$ cat config.mk
export PLATFORM = sky130hd
export DESIGN_NAME = serial_addsub
export DESIGN_NICKNAME = d
export VERILOG_FILES = /design/src/rtl/serial_addsub_pkg.sv /design/src/rtl/addsub_cell.sv /design/src/rtl/serial_addsub.sv
export SDC_FILE = /design/constraint.sdc
export NUM_CORES = 1
export LEC_CHECK = 0
export BUFFER_PORTS_ARGS = -buffer_cell sky130_fd_sc_hd__buf_4
export CORE_MARGIN = 3
export CORE_UTILIZATION = 30
export CTS_BUF_LIST = sky130_fd_sc_hd__clkbuf_4
export DETAILED_ROUTE_END_ITERATION = 8
export GPL_ROUTABILITY_DRIVEN = 0
export HOLD_SLACK_MARGIN = 0.02
export PLACE_DENSITY = 0.59
export SYNTH_ARGS = -nofsm -noshare
export SYNTH_HDL_FRONTEND = slang
export SYNTH_HIERARCHICAL = 1
export SYNTH_SLANG_ARGS = --single-unit
$ cat constraint.sdc
create_clock -name clk -period 2 [get_ports clk]
set_clock_uncertainty 0.2 [all_clocks]
set_input_delay 0.1 -clock clk [delete_from_list [all_inputs] [get_ports clk]]
set_output_delay 0.1 -clock clk [all_outputs]
set_load 0.05 [all_outputs]
$ cat src/rtl/serial_addsub_pkg.sv
// -----------------------------------------------------------------------------
// serial_addsub_pkg
// Shared types and helpers for the multi-cycle adder/subtractor.
//   state_e    : FSM states IDLE / RUN / DONE
//   MODE_ADD/SUB : encoding of the mode input
//   cnt_width  : width of the chunk counter for N chunks (clog2(N), minimum 1)
// -----------------------------------------------------------------------------
package serial_addsub_pkg;

  typedef enum logic [1:0] {
    IDLE = 2'd0,
    RUN  = 2'd1,
    DONE = 2'd2
  } state_e;

  localparam logic MODE_ADD = 1'b0;
  localparam logic MODE_SUB = 1'b1;

  function automatic int cnt_width(input int n);
    return (n <= 2) ? 1 : $clog2(n);
  endfunction

endpackage

$ cat src/rtl/addsub_cell.sv
// -----------------------------------------------------------------------------
// addsub_cell
// 1-bit combinational full adder / full subtractor.
//   x, y   : operand bits
//   c_in   : carry-in (add) or borrow-in (sub)
//   mode   : 0 = add, 1 = subtract
//   s      : sum / difference bit
//   c_out  : carry-out (add) or borrow-out (sub)
// -----------------------------------------------------------------------------
module addsub_cell (
  input  logic x,
  input  logic y,
  input  logic c_in,
  input  logic mode,
  output logic s,
  output logic c_out
);

  // The borrow equation is the carry equation with x inverted, so one
  // majority gate serves both modes.
  logic x_eff;

  assign x_eff = x ^ mode;
  assign s     = x ^ y ^ c_in;
  assign c_out = (x_eff & y) | (y & c_in) | (x_eff & c_in);

endmodule

$ cat src/rtl/serial_addsub.sv
// -----------------------------------------------------------------------------
// serial_addsub
// Multi-cycle adder/subtractor: BITS_PER_CYCLE bits per clock, LSB chunk
// first, carry/borrow registered between chunks. start/ready/done handshake.
//   clk, rst_n : clock (rising edge), asynchronous active-low reset
//   start      : request, accepted only while ready
//   mode       : 0 = a+b+cin, 1 = a-b-cin
//   a, b, cin  : operands, captured on accept
//   ready      : high in IDLE
//   busy       : high in RUN
//   done       : one-cycle completion pulse
//   result     : sum/difference, held until the next completion
//   cout       : carry-out / borrow-out, held with result
//   ovf        : signed overflow, held with result
// Optional feature macro: SERIAL_ADDSUB_OVF_EN enables ovf; when undefined,
// ovf is tied to 0 and no MSB tracking is built.
// -----------------------------------------------------------------------------
module serial_addsub
  import serial_addsub_pkg::*;
#(
  parameter int WIDTH          = 8,
  parameter int BITS_PER_CYCLE = 1
) (
  input  logic             clk,
  input  logic             rst_n,
  input  logic             start,
  input  logic             mode,
  input  logic [WIDTH-1:0] a,
  input  logic [WIDTH-1:0] b,
  input  logic             cin,
  output logic             ready,
  output logic             busy,
  output logic             done,
  output logic [WIDTH-1:0] result,
  output logic             cout,
  output logic             ovf
);

  localparam int N     = WIDTH / BITS_PER_CYCLE;
  localparam int CNT_W = cnt_width(N);
  localparam logic [CNT_W-1:0] LAST = CNT_W'(N - 1);

  if (WIDTH < 2 || (WIDTH % BITS_PER_CYCLE) != 0) begin : g_param_check
    $error("serial_addsub: WIDTH must be >= 2 and a multiple of BITS_PER_CYCLE");
  end

  state_e             state_q, state_d;
  logic [CNT_W-1:0]   cnt_q, cnt_d;
  logic [WIDTH-1:0]   a_q, a_d;      // operand A, shifted right one chunk per RUN cycle
  logic [WIDTH-1:0]   b_q, b_d;
  logic [WIDTH-1:0]   acc_q, acc_d;  // partial result, chunks enter at the MSB end
  logic               c_q, c_d;      // carry/borrow between chunks
  logic               mode_q, mode_d;
  logic [WIDTH-1:0]   result_q, result_d;
  logic               cout_q, cout_d;

  logic [BITS_PER_CYCLE:0]   chain;
  logic [BITS_PER_CYCLE-1:0] chunk_sum;
  logic [WIDTH-1:0]          acc_next;

  // ---------------------------------------------------------------------------
  // Chunk datapath: BITS_PER_CYCLE cells rippling LSB to MSB.
  // ---------------------------------------------------------------------------
  assign chain[0] = c_q;

  for (genvar i = 0; i < BITS_PER_CYCLE; i++) begin : g_cell
    addsub_cell u_cell (
      .x    (a_q[i]),
      .y    (b_q[i]),
      .c_in (chain[i]),
      .mode (mode_q),
      .s    (chunk_sum[i]),
      .c_out(chain[i+1])
    );
  end

  // After N shifts the first chunk has travelled down to bit 0.
  if (BITS_PER_CYCLE == WIDTH) begin : g_acc_single
    assign acc_next = chunk_sum;
  end else begin : g_acc_shift
    assign acc_next = {chunk_sum, acc_q[WIDTH-1:BITS_PER_CYCLE]};
  end

`ifdef SERIAL_ADDSUB_OVF_EN
  logic a_msb_q, a_msb_d;
  logic b_msb_q, b_msb_d;
  logic ovf_q, ovf_d;
  logic ovf_calc;

  // Operand MSBs are captured on accept because the shift registers lose them.
  always_comb begin
    if (mode_q == MODE_SUB) begin
      ovf_calc = (a_msb_q != b_msb_q) && (acc_next[WIDTH-1] != a_msb_q);
    end else begin
      ovf_calc = (a_msb_q == b_msb_q) && (acc_next[WIDTH-1] != a_msb_q);
    end
  end
`endif

  // ---------------------------------------------------------------------------
  // Next-state logic
  // ---------------------------------------------------------------------------
  always_comb begin
    // NOTE: every signal gets a default first, so no path can infer a latch.
    state_d  = state_q;
    cnt_d    = cnt_q;
    a_d      = a_q;
    b_d      = b_q;
    acc_d    = acc_q;
    c_d      = c_q;
    mode_d   = mode_q;
    result_d = result_q;
    cout_d   = cout_q;
`ifdef SERIAL_ADDSUB_OVF_EN
    a_msb_d  = a_msb_q;
    b_msb_d  = b_msb_q;
    ovf_d    = ovf_q;
`endif

    unique case (state_q)
      IDLE: begin
        if (start) begin
          a_d     = a;
          b_d     = b;
          c_d     = cin;
          mode_d  = mode;
          cnt_d   = '0;
          acc_d   = '0;
`ifdef SERIAL_ADDSUB_OVF_EN
          a_msb_d = a[WIDTH-1];
          b_msb_d = b[WIDTH-1];
`endif
          state_d = RUN;
        end
      end

      RUN: begin
        a_d   = a_q >> BITS_PER_CYCLE;
        b_d   = b_q >> BITS_PER_CYCLE;
        c_d   = chain[BITS_PER_CYCLE];
        acc_d = acc_next;
        cnt_d = cnt_q + CNT_W'(1);
        if (cnt_q == LAST) begin
          result_d = acc_next;
          cout_d   = chain[BITS_PER_CYCLE];
`ifdef SERIAL_ADDSUB_OVF_EN
          ovf_d    = ovf_calc;
`endif
          state_d  = DONE;
        end
      end

      DONE:    state_d = IDLE;
      default: state_d = IDLE;
    endcase
  end

  // ---------------------------------------------------------------------------
  // State registers
  // ---------------------------------------------------------------------------
  // NOTE: the shift registers are ordinary flops, not a memory, so they are
  // cleared by reset along with everything else.
  always_ff @(posedge clk or negedge rst_n) begin
    if (!rst_n) begin
      state_q  <= IDLE;
      cnt_q    <= '0;
      a_q      <= '0;
      b_q      <= '0;
      acc_q    <= '0;
      c_q      <= 1'b0;
      mode_q   <= MODE_ADD;
      result_q <= '0;
      cout_q   <= 1'b0;
    end else begin
      // NOTE: non-blocking assignments so every register samples pre-edge values.
      state_q  <= state_d;
      cnt_q    <= cnt_d;
      a_q      <= a_d;
      b_q      <= b_d;
      acc_q    <= acc_d;
      c_q      <= c_d;
      mode_q   <= mode_d;
      result_q <= result_d;
      cout_q   <= cout_d;
    end
  end

`ifdef SERIAL_ADDSUB_OVF_EN
  always_ff @(posedge clk or negedge rst_n) begin
    if (!rst_n) begin
      a_msb_q <= 1'b0;
      b_msb_q <= 1'b0;
      ovf_q   <= 1'b0;
    end else begin
      a_msb_q <= a_msb_d;
      b_msb_q <= b_msb_d;
      ovf_q   <= ovf_d;
    end
  end

  assign ovf = ovf_q;
`else
  assign ovf = 1'b0;
`endif

  assign ready  = (state_q == IDLE);
  assign busy   = (state_q == RUN);
  assign done   = (state_q == DONE);
  assign result = result_q;
  assign cout   = cout_q;

endmodule

== Word-level counts from Yosys, hierarchy flattened ==
Cells that the tools add are included.
Word-level totals
  bits in registers: 40
  bits of input ports: 21
  word-level logic and storage cells: 42
Cells by class
  $add $sub $neg: 1
  equality and inequality tests: 5
  multiplexer cells: 13
  bitwise operators: 8
  reductions and logical operators: 6
Operators with widths (number)
  case mux 8 bit (2 select lines): 3
  2-to-1 mux 8 bit: 3
  AND reduction 2 bit: 4
  case mux 3 bit (2 select lines): 1
  2-to-1 mux 2 bit: 2
  case mux 2 bit (2 select lines): 1
  adder 3 x 1 -> 3 bit, second input constant: 1
  bitwise AND 1 bit: 3
  equality test 3 bit, second input constant: 1
  2-to-1 mux 3 bit: 1
  bitwise XOR 1 bit: 3
  equality test 2 x 1 -> 1 bit, second input constant: 1
  equality test 2 bit, second input constant: 1
  logical NOT 2 bit: 1
  inequality test 2 x 1 -> 1 bit, second input constant: 1
  inequality test 2 bit, second input constant: 1
  OR 1 bit: 2
  case mux 1 bit (2 select lines): 1
  nonzero test 2 bit: 1
  2-to-1 mux 1 bit: 1

== Longest topological paths before layout ==
  depth after elaboration: 5
  mapped depth: 6
  depth with buffers taken out: 5

== By module ==
The synthesis kept the hierarchy.
Modules (own cells, without submodules)
  serial_addsub: times used 1, cells an instance 140, area an instance 1715.4 um^2, sequential area each 975.9 um^2
  addsub_cell: times used 1, cells an instance 4, area an instance 37.5 um^2, sequential area each 0.0 um^2

== Worst setup path before layout ==
Ideal clock, no wire load.
  kind: flip-flop to flip-flop
  from: register state_q[0]
  to: register b_q[1]
  setup time: 0.123 ns
  arrival: 1.517 ns
  required time: 1.677 ns
  setup slack: 0.160 ns
  stages on the path, launching flop included: 5
  period minus slack after synthesis: 1.840 ns
  cell sequence: dfrtp_1 > buf_2 > nor2_1 > nand3b_1 > o221a_2
Between the ends
  word-level cells in the longest chain between the ends: 3
  elaborated cells on any way between the ends: 6
  classes of those cells: eq/ne (2); mux (1); reduce/logical (3)
RTL lines
  from (decl): line serial_addsub.sv:47  | state_e state_q, state_d;
  from (signal assigned): line serial_addsub.sv:176  | state_q <= state_d;
  logical NOT 2 bit *
  net ready: line serial_addsub.sv:31  | output logic ready,
  inequality test 2 bit (no source line) / nonzero test 2 bit (equally long branches)
  AND reduction 2 bit (no source line)
  to (signal assigned): line serial_addsub.sv:168  | b_q <= '0;
  to (signal assigned): line serial_addsub.sv:179  | b_q <= b_d;
  to (decl): line serial_addsub.sv:50  | logic [WIDTH-1:0] b_q, b_d;
The timed path passes the listed nets; every way through them passes the cells marked *.
A chain may end at the register's enable or synchronous reset.

== Final worst setup path ==
  from: input port start
  to: register a_q[3]
Between the ends
  word-level cells in the longest chain between the ends: 2
RTL lines
  from (decl): line serial_addsub.sv:26  | input logic start,
  inequality test 2 bit (no source line)
  AND reduction 2 bit (no source line)
  to (signal assigned): line serial_addsub.sv:167  | a_q <= '0;
  to (signal assigned): line serial_addsub.sv:178  | a_q <= a_d;
  to (decl): line serial_addsub.sv:49  | logic [WIDTH-1:0] a_q, a_d;
Every way passes these cells.

==> run metrics <==
core box area=between 0.005 and 0.006 mm²; FF+latch count, synth=39; wire length per cell=14.0 µm; Synth Net Count=167; DRT Wirelength=3850 µm; fin. max-slew vios=0; Crit Path Class=primary input to register; yosys warns=6; max_cap viols=0; Synth cell types=27; HPWL after DPL=2530 µm; share of the core filled with cells=0.424; Worst Hold Class=primary input to async pin; startpoint types=primary input; Initial Utilization=0.314; Antenna Diode Count=0; Hold Slack=roughly 0.052 ns; clock-pin transition on the worst setup and hold timing paths=0.13 ns; syn_area_per_cell=12.2 µm²; top_reg_cell synth=dfrtp_1; FP Rows=27; DRC viols=0; routed via count=1333; fin crit period=1.90 ns; H-tree depth=2; share of cells above drive strength 1=0.286; cell area after synthesis=0.00175 mm²; CTS root buf=clkbuf_4; first-pass GRT wire length=6290 µm; Lkg Pwr=0.00108 µW; area of the multi-input gates=684 µm²; register area=approximately 980 µm²; deepest clock path buffer count=2; FILL cells=~540; drt first pass iters=4; crit-path max FO=20; die span in y=~82 µm; Arr. time, crit path=between 1.5 and 2 ns; Die X=82.4 µm; area grow syn2layout=35.0%; setup TNS=0 ns; Final Hold Viols=0; reg2reg setup slack=0.15 ns; Pwr per Cell Area=1460 mW/mm²; CTS tree=yes; Vias/cell=between 4 and 5; die area=0.00680 mm²; vias in the first global route=1299; final setup violation count=0; outcome=completed; post-synthesis sequential area ratio=0.557; PortBufs=32; largest net degree at the start of global routing=40; GR Overflow Total=0; Post-synth EDFFs=0; worst vdd ir=~0.46 mV; initial detailed-routing violation count=62; total power draw=3450 µW; Final nets=225; Syn Inst Count=144; GRT Util Overall=0.124; RSZ-0062 raised after global routing=no; Critical Path Sink Type=register; TritonCTS Buffers=5; critical path required time=2.00 ns; Worst-Skew Late Latency=0.34 ns; initial antenna violation count=0; Max Clk Rate=526 MHz; Async S/R FF share, synth=1.00; # IOs=34; CTS Sinks=39; ANT nets after route=0; post-route clock period utilization=0.950
-- cell usage after synthesis, types with 3 or more instances --
| cell | count | area share |
|---|---|---|
| a21oi_1 | 14 | 0.040 |
| dfrtp_1 | 39 | 0.56 |
| nand2_1 | 3 | 0.0064 |
| inv_1 | 3 | 0.0064 |
| o22ai_1 | 26 | 0.093 |
| mux2_4 | 9 | 0.077 |
| a22o_1 | 9 | 0.045 |
| buf_2 | 5 | 0.014 |
| o21ai_0 | 5 | 0.014 |
| nor2_1 | 6 | 0.013 |
-- sequential cells by signal, summed over array words and instances, names as in the netlist --
register / count
c_q: 1
b_q: 8
acc_q: 7
cout: 1
state_q: 2
a_q: 8
mode_q: 1
cnt_q: 3
result: 8
-- layout by cell type (no fill, tap or decap), drive strengths merged, types with 4 or more instances in the layout --
cell type,count
dfrtp,39
buf,34
dlygate4sd3,28
o22ai,26
a21oi,14
mux2,10
a22o,9
nor2,6
clkbuf,6
o21ai,5
inv,4
nand2,4
-- where the power goes --
part	internal (µW)	switching [µW]	total [µW]
sequential	1140	284	1420
combinational	741	900	1640
clock	144	244	388
-- area by class of cell --
cell class              instances  area share
well taps                      72      0.0381
inverters                       4     0.00952
clock inverters                 2     0.00317
repair buffers                 62       0.228
flip-flops and latches         39       0.413
clock buffers                   6      0.0190
multi-input cells              90       0.289
-- per-stage QoR --
step	worst slack [ns]	instance area (µm²)	instances
after floorplan	0.160	1750	144
after global placement	0.391	2020	238
after CTS	0.0593	2350	274
after global routing	0.0136	2370	275
after detailed placement	0.332	2020	238
final	0.100	2370	275
-- worst paths after layout --
check	from	endpoint	cells past startpoint
hold reg to reg	cnt_q[1]	cnt_q[1]	1
min in group clk	cnt_q[1]	cnt_q[1]	1
max in group asynchronous	rst_n	state_q[1]	2
hold / removal	rst_n	b_q[2]	2
setup reg to reg	state_q[0]	b_q[4]	4
setup / recovery	start	a_q[3]	7
-- worst max-delay path, cell delays in order --
cell	delay, ns
dlygate4sd3_1	0.55
buf_6	0.20
nand2b_1	0.09
buf_4	0.20
o22ai_1	0.12
dlygate4sd3_1	0.56
a21oi_1	0.07
-- logic make-up (layout without fill, tap and decap cells) --
group / count (synthesis) / count (layout) / synth area share
flip-flops: 39 / 39 / 0.557
XOR/XNOR: 3 / 3 / 0.0150
adder cells (fa/ha/maj): 3 / 3 / 0.0207
AND/OR/NAND/NOR: 16 / 16 / 0.0578
other: 1 / 1 / 0.00214
multiplexers: 10 / 10 / 0.0835
buffers and inverters: 15 / 74 / 0.0528
AO/OA/AOI/OAI: 57 / 57 / 0.211
-- per-layer routing --
metal  wire [µm]  track usage  share of wire
met1        1810        0.175           0.47
met4          70       0.0548          0.018
met5           0            0              0
met2        1840        0.183           0.48
met3         128       0.0260          0.033
-- what timing repair did --
item	CTS	global route
hold buffers	28	0
endpoints found under the setup margin	0	7
endpoints found under the hold margin	58	0
resized for setup	0	2
setup buffers	0	1
No activity file was read; power rests on OpenSTA's default activity.
